--- src/rtl/inst_rom_resp.sv ---
// Instruction-memory responder: synchronous DEPTH-word store feeding an in-order
// response FIFO with valid/ready to decode. Optional macro INST_ROM_PC_TAG_EN adds inst_pc_o.
module inst_rom_resp #(
  parameter int ADDR_W     = 6,
  parameter int DATA_W     = 32,
  parameter int DEPTH      = 64,
  parameter int FIFO_DEPTH = 4
) (
  input  logic              clk,
  input  logic              rst,
  input  logic              ce,
  input  logic [ADDR_W-1:0] pc,
  input  logic              ld_we,
  input  logic [ADDR_W-1:0] ld_addr,
  input  logic [DATA_W-1:0] ld_data,
  output logic [DATA_W-1:0] inst_o,
  output logic              inst_valid_o,
  input  logic              inst_ready_i,
`ifdef INST_ROM_PC_TAG_EN
  output logic [ADDR_W-1:0] inst_pc_o,
`endif
  output logic              stall_req_o,
  output logic              overflow_o
);

  localparam int PW = $clog2(FIFO_DEPTH);
  localparam int CW = PW + 1;
  localparam logic [CW-1:0] FULL_CNT  = CW'(FIFO_DEPTH);
  localparam logic [CW-1:0] STALL_CNT = CW'(FIFO_DEPTH - 1);

  // Handshake: an entry transfers to decode at a rising edge where
  // inst_valid_o=1 and inst_ready_i=1; inst_ready_i is ignored while empty.

  logic [DATA_W-1:0] mem       [DEPTH];
  logic [DATA_W-1:0] fifo_data [FIFO_DEPTH];
`ifdef INST_ROM_PC_TAG_EN
  logic [ADDR_W-1:0] fifo_pc   [FIFO_DEPTH];
`endif

  logic [PW-1:0] head;
  logic [PW-1:0] tail;
  logic [CW-1:0] count;
  logic [CW-1:0] count_next;
  logic          stall_q;
  logic          overflow_q;
  logic          full;
  logic          pop;
  logic          push;
  logic          drop;

  assign full = (count == FULL_CNT);
  assign pop  = (count != '0) && inst_ready_i;
  // A full queue still accepts a fetch when the head leaves in the same cycle.
  assign push = ce && (!full || pop);
  assign drop = ce && full && !pop;

  always_comb begin
    count_next = count;
    case ({push, pop})
      2'b10:   count_next = count + CW'(1);
      2'b01:   count_next = count - CW'(1);
      default: count_next = count;
    endcase
  end

  always_ff @(posedge clk) begin
    if (rst) begin
      head       <= '0;
      tail       <= '0;
      count      <= '0;
      stall_q    <= 1'b0;
      overflow_q <= 1'b0;
    end else begin
      if (push) tail <= tail + PW'(1);
      if (pop)  head <= head + PW'(1);
      count   <= count_next;
      stall_q <= (count_next >= STALL_CNT);
      if (drop) overflow_q <= 1'b1;
    end
  end

  // Storage has no reset; nonblocking update gives read-before-write on a collision.
  always_ff @(posedge clk) begin
    if (!rst) begin
      if (ld_we) mem[ld_addr] <= ld_data;
      if (push) begin
        fifo_data[tail] <= mem[pc];
`ifdef INST_ROM_PC_TAG_EN
        fifo_pc[tail]   <= pc;
`endif
      end
    end
  end

  assign inst_valid_o = (count != '0);
  assign inst_o       = inst_valid_o ? fifo_data[head] : '0;
`ifdef INST_ROM_PC_TAG_EN
  assign inst_pc_o    = inst_valid_o ? fifo_pc[head] : '0;
`endif
  assign stall_req_o  = stall_q;
  assign overflow_o   = overflow_q;

endmodule

--- config.mk ---
export PLATFORM = sky130hd
export DESIGN_NAME = inst_rom_resp
export DESIGN_NICKNAME = d
export VERILOG_FILES = /design/src/rtl/inst_rom_resp.sv
export SDC_FILE = /design/constraint.sdc
export NUM_CORES = 2
export LEC_CHECK = 0
export ABC_CLOCK_PERIOD_IN_PS = 9570
export BUFFER_PORTS_ARGS = -buffer_cell sky130_fd_sc_hd__buf_2
export CORE_MARGIN = 5
export CORE_UTILIZATION = 60
export DETAILED_ROUTE_END_ITERATION = 10
export GPL_TIMING_DRIVEN = 0
export HOLD_SLACK_MARGIN = 0.12
export PLACE_DENSITY_LB_ADDON = 0.15
export SETUP_SLACK_MARGIN = 0.3
export SLEW_MARGIN = 30
export SYNTH_ARGS = -nofsm -noshare
export SYNTH_HDL_FRONTEND = slang
export SYNTH_SLANG_ARGS = --single-unit
--- constraint.sdc ---
create_clock -name clk -period 9.57 [get_ports clk]
set_clock_uncertainty 0.2 [all_clocks]
set_input_delay 1.914 -clock clk [delete_from_list [all_inputs] [get_ports clk]]
set_output_delay 1.914 -clock clk [all_outputs]
set_load 0.02 [all_outputs]
==> reports/metrics.cfg <==
[outcome]
run_status = completed

[worst_setup_path]
critical_path_peak_fanout = 10
r2r_cells = 5
cp_slowest_stage_delay_ns = 0.82
worstPathArrival_ns = 5.84
critical_path_required_ns = 9.91
endpoint_kind = flop
timing.critical_path.slowest_stage_cell = sky130_fd_sc_hd__clkbuf_1
critPathLaunchType = input port
path_cells = buf_2 > buf_2 > clkbuf_1 > clkbuf_1 > o211ai_1 > o2bb2ai_1 > nor3_2
critPathKind = input port to flop

[placement]
portBuffers = 76
place.detailed.hpwl_um = 152000
gpl.final_weighted_congestion = 0.898

[sta]
worst_slew_pin_slew_ns = 1.06
slew_headroom = 0.296
unrepaired_setup_endpoints_after_global_routing = no
fin_tns_setup_ns = 0
maxSlewViolCount = 0
finalSetupViolCount = 0
clock.fmax_mhz = 182
fin_crit_ns = 5.50
post-route-period-util = 0.574
timing_hold_violations_final = 0

[grt]
grt_pass1_vias = 41900
met3_global_route_usage = 0.0837
track_usage = 0.314
first_pass_grt_wire_length_um = 320000
grtUsageMet1 = 0.431
globalRoute.totalOverflow = 0
maximum_number_of_pins_on_one_net_before_global_route_repair = 65
grt_use_met2 = 0.485
grt-busiest-layer = met2
antenna_found_initial = 9

[cells_and_area]
synthToLayoutAreaGrowth_pct = 16.1
share_of_cells_above_drive_strength_1 = 0.304
final_core_utilization = 0.699
mostFrequentLayoutCells = sky130_fd_sc_hd__edfxtp_1 (2176), sky130_fd_sc_hd__mux4_2 (564), sky130_fd_sc_hd__clkbuf_16 (212), sky130_fd_sc_hd__buf_16 (116), sky130_fd_sc_hd__buf_2 (111)
fin_nets = 4125
layout.cells.most_common = sky130_fd_sc_hd__edfxtp_1

[floorplanning]
die_width_um = 383
std_cell_rows = 137
initial_cell_density_of_the_core = 0.602
ioPinCount = 84
dieHeight_um = 383
dieArea_um2 = 147000
core_area_um2 = 139000

[power]
power_density_nw_per_um2 = 206
vdd_ir_drop_max_mv = 0.186
power.switching_mw = 4.57
cell_internal_pwr_mw = 15.5
p_clk_frac = 0.393
leakage_nw = 30.6
power_switching_share = 0.228
report.power.total_mw = 20.1
power.combinational.fraction = 0.076
power_frac_seq = 0.531

[yosys]
net_count_synth = 3698
syn_inst = 3644
synth.ff_latch_count = 2187
synth_sequential_area_ratio = 0.784
synthTopCellsByArea = sky130_fd_sc_hd__edfxtp_1 (78%), sky130_fd_sc_hd__mux4_2 (15%), sky130_fd_sc_hd__mux2i_1 (1.1%)
postSynthAreaPerCell_um2 = 23.0
area_of_the_mapped_netlist_um2 = 83700
netlist.area_leader.share = 0.781
count_of_flip_flops_with_a_built_in_enable_after_synthesis = 2176
ys_dominant_reg_cell = sky130_fd_sc_hd__edfxtp_1
yosys_warnings = 0
synth.largest_area_cell = sky130_fd_sc_hd__edfxtp_1
async_flop_share = 0
netlist-cell-type-count = 48

[clock_network]
cts-htree-levels = 4
tritoncts_clock_tree = yes
cts_buffers = 210
clkLatencyLatePin_ns = 0.86
numClockSinks = 2187
post_cts.resized_instances = 0
root_buffer = sky130_fd_sc_hd__clkbuf_16
cts-hold-fix-buffers = 0
cts.clk_slew.worst_paths_ns = 0.06
cts_setup_buffers = 0
max-clock-path-buffers = 3

[route]
firstDrtPassIters = 6
detail-route-antenna-nets = 0
avgViaCountPerCell = 6.84
wl_per_cell_um = 37.1
wirelength_um = 227000
first_iter_violations = 6543
via_count = 41900
detail_route.drc_violations = 0

[job]
max_cap_viol_count = 0

[hold_path]
worst_hold_path_type = flop to flop
whs_path_depth = 2

-- per-stage QoR --
step           cell area, um^2  std cells  setup WS, ns  hold WS (ns)
2_1_floorplan            83700       3644          4.84         0.285
3_3_place_gp             86400       5596          2.25         0.260
3_5_place_dp             90600       5732          3.21         0.283
4_1_cts                  97100       6122          3.99         0.329
5_1_grt                  97200       6125          4.06         0.362
6_report                 97200       6129          4.07         0.322
-- power groups by stage --
stage,sequential [mW],clock (mW),combinational [mW]
after floorplan,10.8,0,0.865
after global placement,10.9,0,1.45
after detailed placement,10.9,0,1.51
after CTS,10.6,7.94,1.52
after global routing,10.6,8.37,1.61
final,10.6,7.88,1.52
-- cells in the mapped netlist, types with 4 or more instances --
library cell                   n
sky130_fd_sc_hd__a211o_1       6
sky130_fd_sc_hd__a211oi_1      9
sky130_fd_sc_hd__a21oi_1      49
sky130_fd_sc_hd__a221o_1       4
sky130_fd_sc_hd__a221oi_1     17
sky130_fd_sc_hd__a22oi_1       5
sky130_fd_sc_hd__a32o_1        5
sky130_fd_sc_hd__and2_1       39
sky130_fd_sc_hd__buf_1        19
sky130_fd_sc_hd__buf_2        65
sky130_fd_sc_hd__buf_4        46
sky130_fd_sc_hd__buf_6         4
sky130_fd_sc_hd__clkbuf_1     66
sky130_fd_sc_hd__dfxtp_1      11
sky130_fd_sc_hd__edfxtp_1   2176
sky130_fd_sc_hd__ha_1          4
sky130_fd_sc_hd__inv_1        34
sky130_fd_sc_hd__mux2_2        4
sky130_fd_sc_hd__mux2i_1      90
sky130_fd_sc_hd__mux4_2      564
sky130_fd_sc_hd__nand2_1      23
sky130_fd_sc_hd__nand2b_1     24
sky130_fd_sc_hd__nand3_1       5
sky130_fd_sc_hd__nand3b_1      7
sky130_fd_sc_hd__nor2_1      124
sky130_fd_sc_hd__nor2b_1      19
sky130_fd_sc_hd__nor3_1       30
sky130_fd_sc_hd__nor4_1        6
sky130_fd_sc_hd__o211ai_1     21
sky130_fd_sc_hd__o21ai_0      62
sky130_fd_sc_hd__o221ai_1     16
sky130_fd_sc_hd__o22ai_1      44
sky130_fd_sc_hd__o2bb2ai_1    15
sky130_fd_sc_hd__or2_2         4
sky130_fd_sc_hd__or3b_2        6
-- critical path: cells and delay by family --
family	cells	cell delay, ns
buffers and inverters	4	2.49
AO/OA/AOI/OAI	2	0.76
AND/OR/NAND/NOR	1	0.64
-- state kept, by name (all words and copies together), names as in the netlist, named ones only --
name,count
head,2
count,3
mem,2048
stall_req_o,1
fifo_data,128
overflow_o,1
tail,2
-- path summary, 6_finish.rpt --
path	start	endpoint	slack (ns)
max reg2reg	mem[25][19]$_DFFE_PP_	fifo_data[1][19]$_DFFE_PP_	6.69
min	head[1]$_SDFFE_PP0N_	flop	0.32
min reg2reg	head[1]$_SDFFE_PP0N_	flop	0.32
max	pc[3]	fifo_data[0][20]$_DFFE_PP_	4.07
-- metal layers --
layer | vias up | part of all wire
met5 | - | 0.00026
met4 | 8 | 0.055
met3 | 575 | 0.12
met2 | 3031 | 0.47
met1 | 22000 | 0.35
li1 | 16400 | -
-- cell families (layout without fill, tap and decap cells) --
logic type	count (synthesis)	count (layout)	synth area share
simple gates	292	292	0.0172
buf+inv	234	839	0.0139
mux	658	658	0.163
fa+ha+maj	5	5	0.000837
flops	2187	2187	0.784
compound gates	264	264	0.0209
other cells	0	4	0
xor+xnor	4	4	0.000419
-- final cells by class --
class                      count  area, um^2
tap                         1876        2350
sequential                  2187       65600
buffer                       200        1050
multi-input combinational   1223       17600
fill                        8083       41800
antenna                        4        10.0
clock buffer                 259        5480
clock inverter               131         996
inverter                      34         128
timing repair buffer         215        4020
Note: power is estimated with default switching activity, not from simulation.
